$ cat config.mk
export PLATFORM = sky130hd
export DESIGN_NAME = spi_slave_gen
export DESIGN_NICKNAME = d
export VERILOG_FILES = /design/src/rtl/spi_pkg.sv /design/src/rtl/spi_sync.sv /design/src/rtl/spi_slave_gen.sv
export SDC_FILE = /design/constraint.sdc
export NUM_CORES = 1
export LEC_CHECK = 0
export CORE_ASPECT_RATIO = 1.25
export CORE_UTILIZATION = 35
export DETAILED_ROUTE_END_ITERATION = 8
export SLEW_MARGIN = 20
export SYNTH_ARGS = -nofsm -noshare
export SYNTH_HDL_FRONTEND = slang
export SYNTH_SLANG_ARGS = --single-unit
$ cat constraint.sdc
create_clock -name clk -period 2.4 [get_ports clk]
set_clock_uncertainty 0.1 [all_clocks]
set_input_delay 0.36 -clock clk [delete_from_list [all_inputs] [get_ports clk]]
set_output_delay 0.36 -clock clk [all_outputs]
set_load 0.02 [all_outputs]
$ cat src/rtl/spi_pkg.sv
// Shared SPI slave definitions: mode encodings, FSM states and a counter width helper.
package spi_pkg;

    localparam logic [1:0] MODE0 = 2'b00;
    localparam logic [1:0] MODE1 = 2'b01;
    localparam logic [1:0] MODE2 = 2'b10;
    localparam logic [1:0] MODE3 = 2'b11;

    typedef enum logic {
        IDLE   = 1'b0,
        ACTIVE = 1'b1
    } state_e;

    // Bit counter width; never narrower than one bit.
    function automatic int unsigned cnt_width(input int unsigned n);
        return (n <= 2) ? 1 : $clog2(n);
    endfunction

endpackage

$ cat src/rtl/spi_sync.sv
// Multi-flop synchroniser for one asynchronous input, with a selectable reset value.
module spi_sync #(
    parameter int unsigned STAGES  = 2,
    parameter logic        RST_VAL = 1'b0
) (
    input  logic clk,
    input  logic rst_n,
    input  logic d,
    output logic q
);

    logic [STAGES-1:0] sync_q;
    logic [STAGES-1:0] sync_d;

    always_comb begin
        sync_d = {sync_q[STAGES-2:0], d};
    end

    always_ff @(posedge clk) begin
        if (!rst_n) begin
            sync_q <= {STAGES{RST_VAL}};
        end else begin
            sync_q <= sync_d;
        end
    end

    assign q = sync_q[STAGES-1];

endmodule

$ cat src/rtl/spi_slave_gen.sv
// SPI slave for all four modes with multi-word frames; pins are synchronised into clk
// and one shift register serves both directions (sample shifts in, shift edge drives miso).
module spi_slave_gen
    import spi_pkg::*;
#(
    parameter int unsigned         DATA_W      = 8,
    parameter int unsigned         SYNC_STAGES = 2,
    parameter logic [DATA_W-1:0]   TX_DEFAULT  = '0
) (
    input  logic              clk,
    input  logic              rst_n,
    input  logic              sck,
    input  logic              ss,
    input  logic              mosi,
    output logic              miso,
    input  logic [1:0]        mode,
    input  logic [DATA_W-1:0] tx_data,
    input  logic              tx_valid,
    output logic              tx_ready,
    output logic              tx_underrun,
    output logic [DATA_W-1:0] rx_data,
    output logic              rx_valid,
    output logic              abort
);

    localparam int unsigned CNT_W = cnt_width(DATA_W);

    logic sck_s;
    logic ss_s;
    logic mosi_s;

    spi_sync #(.STAGES(SYNC_STAGES), .RST_VAL(1'b0)) u_sync_sck (
        .clk(clk), .rst_n(rst_n), .d(sck), .q(sck_s)
    );
    spi_sync #(.STAGES(SYNC_STAGES), .RST_VAL(1'b1)) u_sync_ss (
        .clk(clk), .rst_n(rst_n), .d(ss), .q(ss_s)
    );
    spi_sync #(.STAGES(SYNC_STAGES), .RST_VAL(1'b0)) u_sync_mosi (
        .clk(clk), .rst_n(rst_n), .d(mosi), .q(mosi_s)
    );

    state_e              state_q, state_d;
    logic [1:0]          mode_q, mode_d;
    logic [DATA_W-1:0]   shift_q, shift_d;
    logic [CNT_W-1:0]    bit_cnt_q, bit_cnt_d;
    logic                sck_prev_q, sck_prev_d;
    logic                ss_prev_q, ss_prev_d;
    logic                miso_q, miso_d;
    logic [DATA_W-1:0]   rx_data_q, rx_data_d;
    logic                tx_ready_q, tx_ready_d;
    logic                tx_underrun_q, tx_underrun_d;
    logic                rx_valid_q, rx_valid_d;
    logic                abort_q, abort_d;

    logic                sck_rise, sck_fall;
    logic                sample_e, shift_e;
    logic                last_bit;
    logic [DATA_W-1:0]   load_word;

    // Map the latched mode onto which sck edge samples mosi and which drives miso.
    always_comb begin
        sck_rise = !sck_prev_q && sck_s;
        sck_fall = sck_prev_q && !sck_s;
        sample_e = 1'b0;
        shift_e  = 1'b0;
        case (mode_q)
            MODE0: begin sample_e = sck_rise; shift_e = sck_fall; end
            MODE1: begin sample_e = sck_fall; shift_e = sck_rise; end
            MODE2: begin sample_e = sck_fall; shift_e = sck_rise; end
            MODE3: begin sample_e = sck_rise; shift_e = sck_fall; end
        endcase
        last_bit  = (bit_cnt_q == CNT_W'(DATA_W - 1));
        load_word = tx_valid ? tx_data : TX_DEFAULT;
    end

    always_comb begin
        state_d       = state_q;
        mode_d        = mode_q;
        shift_d       = shift_q;
        bit_cnt_d     = bit_cnt_q;
        sck_prev_d    = sck_s;
        ss_prev_d     = ss_s;
        miso_d        = miso_q;
        rx_data_d     = rx_data_q;
        tx_ready_d    = 1'b0;
        tx_underrun_d = 1'b0;
        rx_valid_d    = 1'b0;
        abort_d       = 1'b0;

        case (state_q)
            IDLE: begin
                miso_d    = 1'b0;
                bit_cnt_d = '0;
                if (ss_prev_q && !ss_s) begin
                    state_d       = ACTIVE;
                    mode_d        = mode;
                    shift_d       = load_word;
                    tx_ready_d    = tx_valid;
                    tx_underrun_d = !tx_valid;
                    if (!mode[0]) begin
                        miso_d = load_word[DATA_W-1];
                    end
                end
            end
            ACTIVE: begin
                // A final sample takes priority over a coinciding ss release.
                if (sample_e && last_bit) begin
                    rx_data_d  = {shift_q[DATA_W-2:0], mosi_s};
                    rx_valid_d = 1'b1;
                    bit_cnt_d  = '0;
                    if (ss_s) begin
                        state_d = IDLE;
                        miso_d  = 1'b0;
                    end else begin
                        shift_d       = load_word;
                        tx_ready_d    = tx_valid;
                        tx_underrun_d = !tx_valid;
                        if (!mode_q[0]) begin
                            miso_d = load_word[DATA_W-1];
                        end
                    end
                end else if (ss_s) begin
                    state_d   = IDLE;
                    miso_d    = 1'b0;
                    bit_cnt_d = '0;
                    abort_d   = (bit_cnt_q != '0);
                end else if (sample_e) begin
                    shift_d   = {shift_q[DATA_W-2:0], mosi_s};
                    bit_cnt_d = bit_cnt_q + CNT_W'(1);
                end else if (shift_e) begin
                    miso_d = shift_q[DATA_W-1];
                end
            end
            default: state_d = IDLE;
        endcase
    end

    always_ff @(posedge clk) begin
        if (!rst_n) begin
            state_q       <= IDLE;
            mode_q        <= 2'b00;
            shift_q       <= '0;
            bit_cnt_q     <= '0;
            sck_prev_q    <= 1'b0;
            ss_prev_q     <= 1'b1;
            miso_q        <= 1'b0;
            rx_data_q     <= '0;
            tx_ready_q    <= 1'b0;
            tx_underrun_q <= 1'b0;
            rx_valid_q    <= 1'b0;
            abort_q       <= 1'b0;
        end else begin
            state_q       <= state_d;
            mode_q        <= mode_d;
            shift_q       <= shift_d;
            bit_cnt_q     <= bit_cnt_d;
            sck_prev_q    <= sck_prev_d;
            ss_prev_q     <= ss_prev_d;
            miso_q        <= miso_d;
            rx_data_q     <= rx_data_d;
            tx_ready_q    <= tx_ready_d;
            tx_underrun_q <= tx_underrun_d;
            rx_valid_q    <= rx_valid_d;
            abort_q       <= abort_d;
        end
    end

    assign miso        = miso_q;
    assign rx_data     = rx_data_q;
    assign tx_ready    = tx_ready_q;
    assign tx_underrun = tx_underrun_q;
    assign rx_valid    = rx_valid_q;
    assign abort       = abort_q;

endmodule
==> results of run 1 <==
-- final timing paths --
check / slack (ns) / start / end
worst max-delay path: 0.36 / bit_cnt_q[0]$_SDFFE_PN0P_ / miso$_SDFFE_PN0P_
worst min-delay path: 0.31 / u_sync_ss.sync_q[0]$_SDFF_PN1_ / u_sync_ss.sync_q[1]$_SDFF_PN1_
worst max register to register: 0.36 / bit_cnt_q[0]$_SDFFE_PN0P_ / miso$_SDFFE_PN0P_
worst min register to register: 0.31 / u_sync_ss.sync_q[0]$_SDFF_PN1_ / u_sync_ss.sync_q[1]$_SDFF_PN1_
-- registers in the layout (all words and copies together), names as in the netlist, 2 cells and up --
| name | cells |
|---|---|
| bit_cnt_q | 3 |
| mode_q | 2 |
| rx_data | 8 |
| shift_q | 8 |
| u_sync_mosi.sync_q | 2 |
| u_sync_sck.sync_q | 2 |
| u_sync_ss.sync_q | 2 |
-- report_power, final --
part           internal, mW  total, mW  leakage [nW]  switching (mW)
combinational        0.0554     0.0992         0.403          0.0438
clock                 0.198      0.411        0.0477           0.213
sequential            0.596      0.610         0.285          0.0143
-- cell type report --
cell class | count | area, sq um
Sequential cell | 35 | 700.7
Inverter | 6 | 22.52
Tap cell | 58 | 72.57
Clock inverter | 3 | 15.01
Multi-Input combinational cell | 121 | 847.1
Fill cell | 449 | 2396
Timing Repair Buffer | 31 | 302.8
Clock buffer | 5 | 68.82
-- stage by stage --
stage / util / total power, mW / std cells / instance area, sq um / worst slack, ns
2_1_floorplan: - / 0.6816 / 171 / 1615 / 0.6133
3_3_place_gp: 0.4396 / 0.7210 / 251 / 1946 / 0.4855
3_5_place_dp: 0.4396 / 0.7227 / 251 / 1946 / 0.3511
4_1_cts: 0.4586 / 1.138 / 259 / 2029 / 0.3204
5_1_grt: 0.4586 / 1.163 / 259 / 2029 / 0.1553
6_report: 0.4586 / 1.120 / 259 / 2029 / 0.3606
-- synth_stat cells (3+ instances only) --
cell,n
and2_1,5
a21o_1,8
inv_1,5
nand3_1,9
a311oi_1,7
dfxtp_1,35
ha_1,3
clkbuf_1,3
mux2i_1,11
a211oi_1,4
nor2_1,16
a21oi_1,7
nand2_1,15
nand2b_1,6
a31oi_1,8
buf_2,3
-- critical path: stages (launching register included) --
cell      delay, ns
dfxtp_1        0.38
ha_1           0.18
ha_1           0.30
nand4b_1       0.18
mux2i_4        0.43
o21bai_1       0.14
a211oi_1       0.25
-- kinds of logic (layout without fill, tap and decap cells) --
kind of cell | Yosys count | after routing | share of synthesized area
and+or+nand+nor | 63 | 63 | 0.2053
AOI/OAI and AO/OA | 39 | 39 | 0.1727
DFF | 35 | 35 | 0.4338
buffers and inverters | 15 | 45 | 0.04183
muxes | 14 | 14 | 0.1007
adders and majority gates | 3 | 3 | 0.02324
xor gates and xnor gates | 2 | 2 | 0.02247
-- layer usage --
metal	up-vias	track usage	part of all wire
met3	6	0.03382	0.041
met1	639	0.1595	0.42
met5	-	0	0
li1	664	-	-
met2	38	0.2870	0.52
met4	0	0.06512	0.019
-- placed cells by master, fill, tap and decap left out, drive strengths merged --
master / n
a211oi: 4
a21o: 8
a21oi: 7
a221o: 1
a311oi: 8
a31oi: 8
and2: 5
and3: 2
buf: 3
clkbuf: 5
clkdlybuf4s50: 28
clkinv: 4
dfxtp: 35
ha: 3
inv: 5
mux2: 2
mux2i: 12
nand2: 15
nand2b: 6
nand3: 9
nand3b: 3
nand4b: 2
nor2: 16
o21ai: 2
o21bai: 1
or2: 2
or3: 1
or3b: 2
xnor2: 2
==> impl_metrics.yaml, run 1 <==
run_status:
  status: "finished clean"
power_and_ir_drop:
  vdd_drop_max_v: 0.0004138
  power_density_nw_per_um2: 552.0
  leakage_nw: 0.7354
timing:
  setup_viol: 0
  hold_viol: 0
  slew_viol_final: 0
  finalCriticalPeriod_ns: 2.039
  rsz0062_at_grt: "false"
  finalCritPeriodShare: 0.8498
  worst_pin_slew_ns: 0.5921
  fin_hold_ws_ns: 0.3125
  finalSetupTns_ns: 0
  slew_headroom: 0.6038
  fmaxAchievable_mhz: 490.3
drt:
  vias: 1347
  viasPerCell: 5.201
  initialDrtViolationCount: 32
  drtAntennaViolNets: 0
  drcViolationCount: 0
  wire_per_inst_microns: 13.42
  drt-total-wl_microns: 3475
  first_pass_iters: 4
clocking:
  cts_root_buf: "clkbuf_8"
  path_clk_slew_ns: 0.07
  cts_buffer_depth: 2
  cts_setup_buffers: 0
  htree_levels: 2
  cts_hold_buf: 0
  cts_tree: "done"
  clock-sinks: 35
  cts_buffers: 5
  clock_latency_ns: 0.29
  cts_resized: 0
layout:
  layout.nets: 219
  area_delta_synth_final_pct: 25.64
  layout-drive-gt1-share: 0.08955
  diodes: 0
yosys:
  synthDistinctLibCells: 35
  synth-seq-area-share: 0.4338
  synth_nets: 190
  synthArstFlopShare: 0
  synth_area_leaders: "dfxtp_1, mux2i_1, a311oi_1, a21o_1, nor2_1"
  synth_ff_type: "dfxtp_1"
  ys_seq_elements: 35
  yosys_warnings: 0
  synthCells: 171
  synth_top_area_share: 0.4338
  yosys.area.top_type: "dfxtp_1"
  synth_edf_count: 0
  synth.avg_cell_area_sq_um: 9.446
  syn_area_sq_um: 1615
floorplan:
  boundaryPins: 29
  core-area_sq_um: 4425
  dieArea_sq_um: 4892
  die_y_microns: 77.96
  initial_utilization: 0.3650
  row_count: 27
  die_x_microns: 62.76
global_route:
  grt_pass1_wl_microns: 5899
  grt_use_total: 0.1524
  grt_pass1_vias: 1350
  grt.overflow.total: 0
  antenna_found_initial: 0
  grt_max_degree: 20
placement:
  hpwl_microns: 2488
  numPortBuffers: 28
  gp_congestion: 0.7848
worst_setup_path:
  crit_path_start_kind: "flip-flop"
  critical_path_class: "flip-flop to flip-flop"
  critPathRequiredTime_ns: 2.50
  rr_worst_depth: 6
  cp.arrival_ns: 2.14
  end_kind: "flip-flop"
  crit_fanout: 9
hold_path:
  hold_path.class: "flip-flop to flip-flop"
  worstHoldPathCells: 1
flow_run:
  maxCapViolations: 0
No activity file was read; power rests on OpenSTA's default activity.
==> run 2, diff against run 1 <==
clock period = 2.05 ns   (was 2.4 ns; I/O delays follow)
==> run 2 against run 1 <==
Non-clock buffer count rose by 5. Setup slack got worse by 0.21 ns. Sequential power rose by 17%. First-iteration DRC count rose by 100%. Hold slack got worse by 0.0016 ns. Global-route usage rose by 1.6 points. Routed wire length rose by 4.4%. Power rose by 16%. Critical path depth did not move. Die area did not move. Largest cell class unchanged. Highest routed layer unchanged.
==> impl_metrics.yaml, run 2 (synthesis results as in run 1) <==
drt:
  drt-total-wl_microns: 3628
  initialDrtViolationCount: 64
  viasPerCell: 5.087
  first_pass_iters: 4
  drtAntennaViolNets: 0
  wire_per_inst_microns: 13.74
  vias: 1343
  drcViolationCount: 0
timing:
  finalCritPeriodShare: 0.9284
  rsz0062_at_grt: "false"
  worst_pin_slew_ns: 0.4356
  finalSetupTns_ns: 0
  fmaxAchievable_mhz: 525.4
  slew_viol_final: 0
  slew_headroom: 0.7092
  fin_hold_ws_ns: 0.3108
  setup_viol: 0
  hold_viol: 0
  finalCriticalPeriod_ns: 1.903
layout:
  final_common_cell: "dfxtp_1"
  fin_area_sq_um: 2067
  diodes: 0
  area_delta_synth_final_pct: 27.96
  layout_common_cells: "dfxtp_1, clkdlybuf4s50_1, nor2_1"
  layout-drive-gt1-share: 0.1068
  layout.nets: 224
power_and_ir_drop:
  power_density_nw_per_um2: 630.8
  p_seq_frac: 0.548
  p_int_mw: 1.004
  netSwitchingFraction: 0.2303
  leakage_nw: 0.7532
  finalPower_mw: 1.304
  combPwrFrac: 0.093
  vdd_drop_max_v: 0.0003585
  power.switching_mw: 0.3002
  p_clk_frac: 0.359
floorplan:
  dieArea_sq_um: 4892
  core-area_sq_um: 4425
  die_y_microns: 77.96
  row_count: 27
  initial_utilization: 0.3650
  boundaryPins: 29
  die_x_microns: 62.76
worst_setup_path:
  critical_path.slowest_cell: "dfxtp_1"
  crit_chain: "ha_1 -> ha_2 -> nand3b_1 -> mux2_4 -> a21o_1 -> a311oi_1"
  r2r_start: "bit_cnt_q[0]$_SDFFE_PN0P_"
  crit_path_start_kind: "flip-flop"
  cp.arrival_ns: 1.99
  r2r_slack_ns: 0.15
  worstSetupStartpoint: "bit_cnt_q[0]$_SDFFE_PN0P_"
  crit_fanout: 18
  critical_path_class: "flip-flop to flip-flop"
  end_kind: "flip-flop"
  cp-endpoint: "shift_q[1]$_SDFFE_PN0P_"
  rr_worst_depth: 6
  r2r-end: "shift_q[1]$_SDFFE_PN0P_"
  critPathRequiredTime_ns: 2.14
  cp_slowest_stage_delay_ns: 0.37
global_route:
  grt_use_total: 0.1681
  grt_max_degree: 20
  grt.overflow.total: 0
  antenna_found_initial: 0
  grt_pass1_wl_microns: 6499
  grt_pass1_vias: 1415
clocking:
  path_clk_slew_ns: 0.06
  cts_hold_buf: 0
  htree_levels: 2
  clock_latency_ns: 0.28
  cts_resized: 0
  cts_setup_buffers: 0
  cts_buffer_depth: 2
  clock-sinks: 35
  cts_buffers: 5
  cts_tree: "done"
  cts_root_buf: "clkbuf_8"
placement:
  gp_congestion: 0.7942
  place_area_sq_um: 1983
  numPortBuffers: 28
  hpwl_microns: 2650
run_status:
  status: "finished clean"
flow_run:
  maxCapViolations: 0
hold_path:
  hold_path.class: "flip-flop to flip-flop"
run 2: area by class of cell:
type                    count  area [sq um]
clock inverters             1         5.005
repair buffers             36         340.3
flip-flops and latches     35         700.7
multi-input cells         121         849.6
fillers                   431          2359
inverters                   6         22.52
well taps                  58         72.57
clock buffers               7         76.32
run 2: layer usage:
| layer | share of wire | GRT usage | vias to the layer above |
|---|---|---|---|
| met5 | 0 | 0 | - |
| met1 | 0.43 | 0.1890 | 629 |
| met2 | 0.52 | 0.3000 | 29 |
| met3 | 0.036 | 0.03971 | 6 |
| li1 | - | - | 679 |
| met4 | 0.017 | 0.06977 | 0 |
run 2: stage by stage:
step / util / setup slack [ns] / instances
after global routing: 0.4671 / 0.001990 / 264
after detailed placement: 0.4481 / 0.07213 / 256
after global placement: 0.4481 / 0.1952 / 256
final: 0.4671 / 0.1468 / 264
after CTS: 0.4665 / 0.08145 / 264
after floorplan: - / 0.2633 / 171
run 2: worst min path at each step:
stage	cells after the start	endpoint	slack (ns)	start
after global routing	1	u_sync_ss.sync_q[1]$_SDFF_PN1_	0.35	u_sync_ss.sync_q[0]$_SDFF_PN1_
after CTS	1	u_sync_ss.sync_q[1]$_SDFF_PN1_	0.32	u_sync_ss.sync_q[0]$_SDFF_PN1_
after global placement	1	u_sync_ss.sync_q[1]$_SDFF_PN1_	0.29	u_sync_ss.sync_q[0]$_SDFF_PN1_
after detailed placement	1	u_sync_ss.sync_q[1]$_SDFF_PN1_	0.30	u_sync_ss.sync_q[0]$_SDFF_PN1_
final	1	u_sync_ss.sync_q[1]$_SDFF_PN1_	0.31	u_sync_ss.sync_q[0]$_SDFF_PN1_
after floorplan	1	u_sync_ss.sync_q[1]$_SDFF_PN1_	0.29	u_sync_ss.sync_q[0]$_SDFF_PN1_
run 2: power groups by stage:
stage                     Clock [mW]  Combinational, mW  Sequential (mW)
after floorplan                    0             0.0748            0.723
after global placement             0              0.118            0.729
after detailed placement           0              0.122            0.730
after CTS                      0.489              0.123            0.714
after global routing           0.528              0.133            0.717
final                          0.467              0.122            0.715
run 2: critical path: cells and delay by family, from the launching register on:
kind                       cells  cell delay [ns]
and+or+nand+nor                1             0.09
adders and majority gates      2             0.42
AOI/OAI and AO/OA              2             0.46
muxes                          1             0.37
DFF                            1             0.37
==> run 3, diff against run 2 <==
CAP_MARGIN = 40   (was not set)
==> results of run 3 <==
Same layout as run 2: the final DEF is identical, and so are final timing and power.
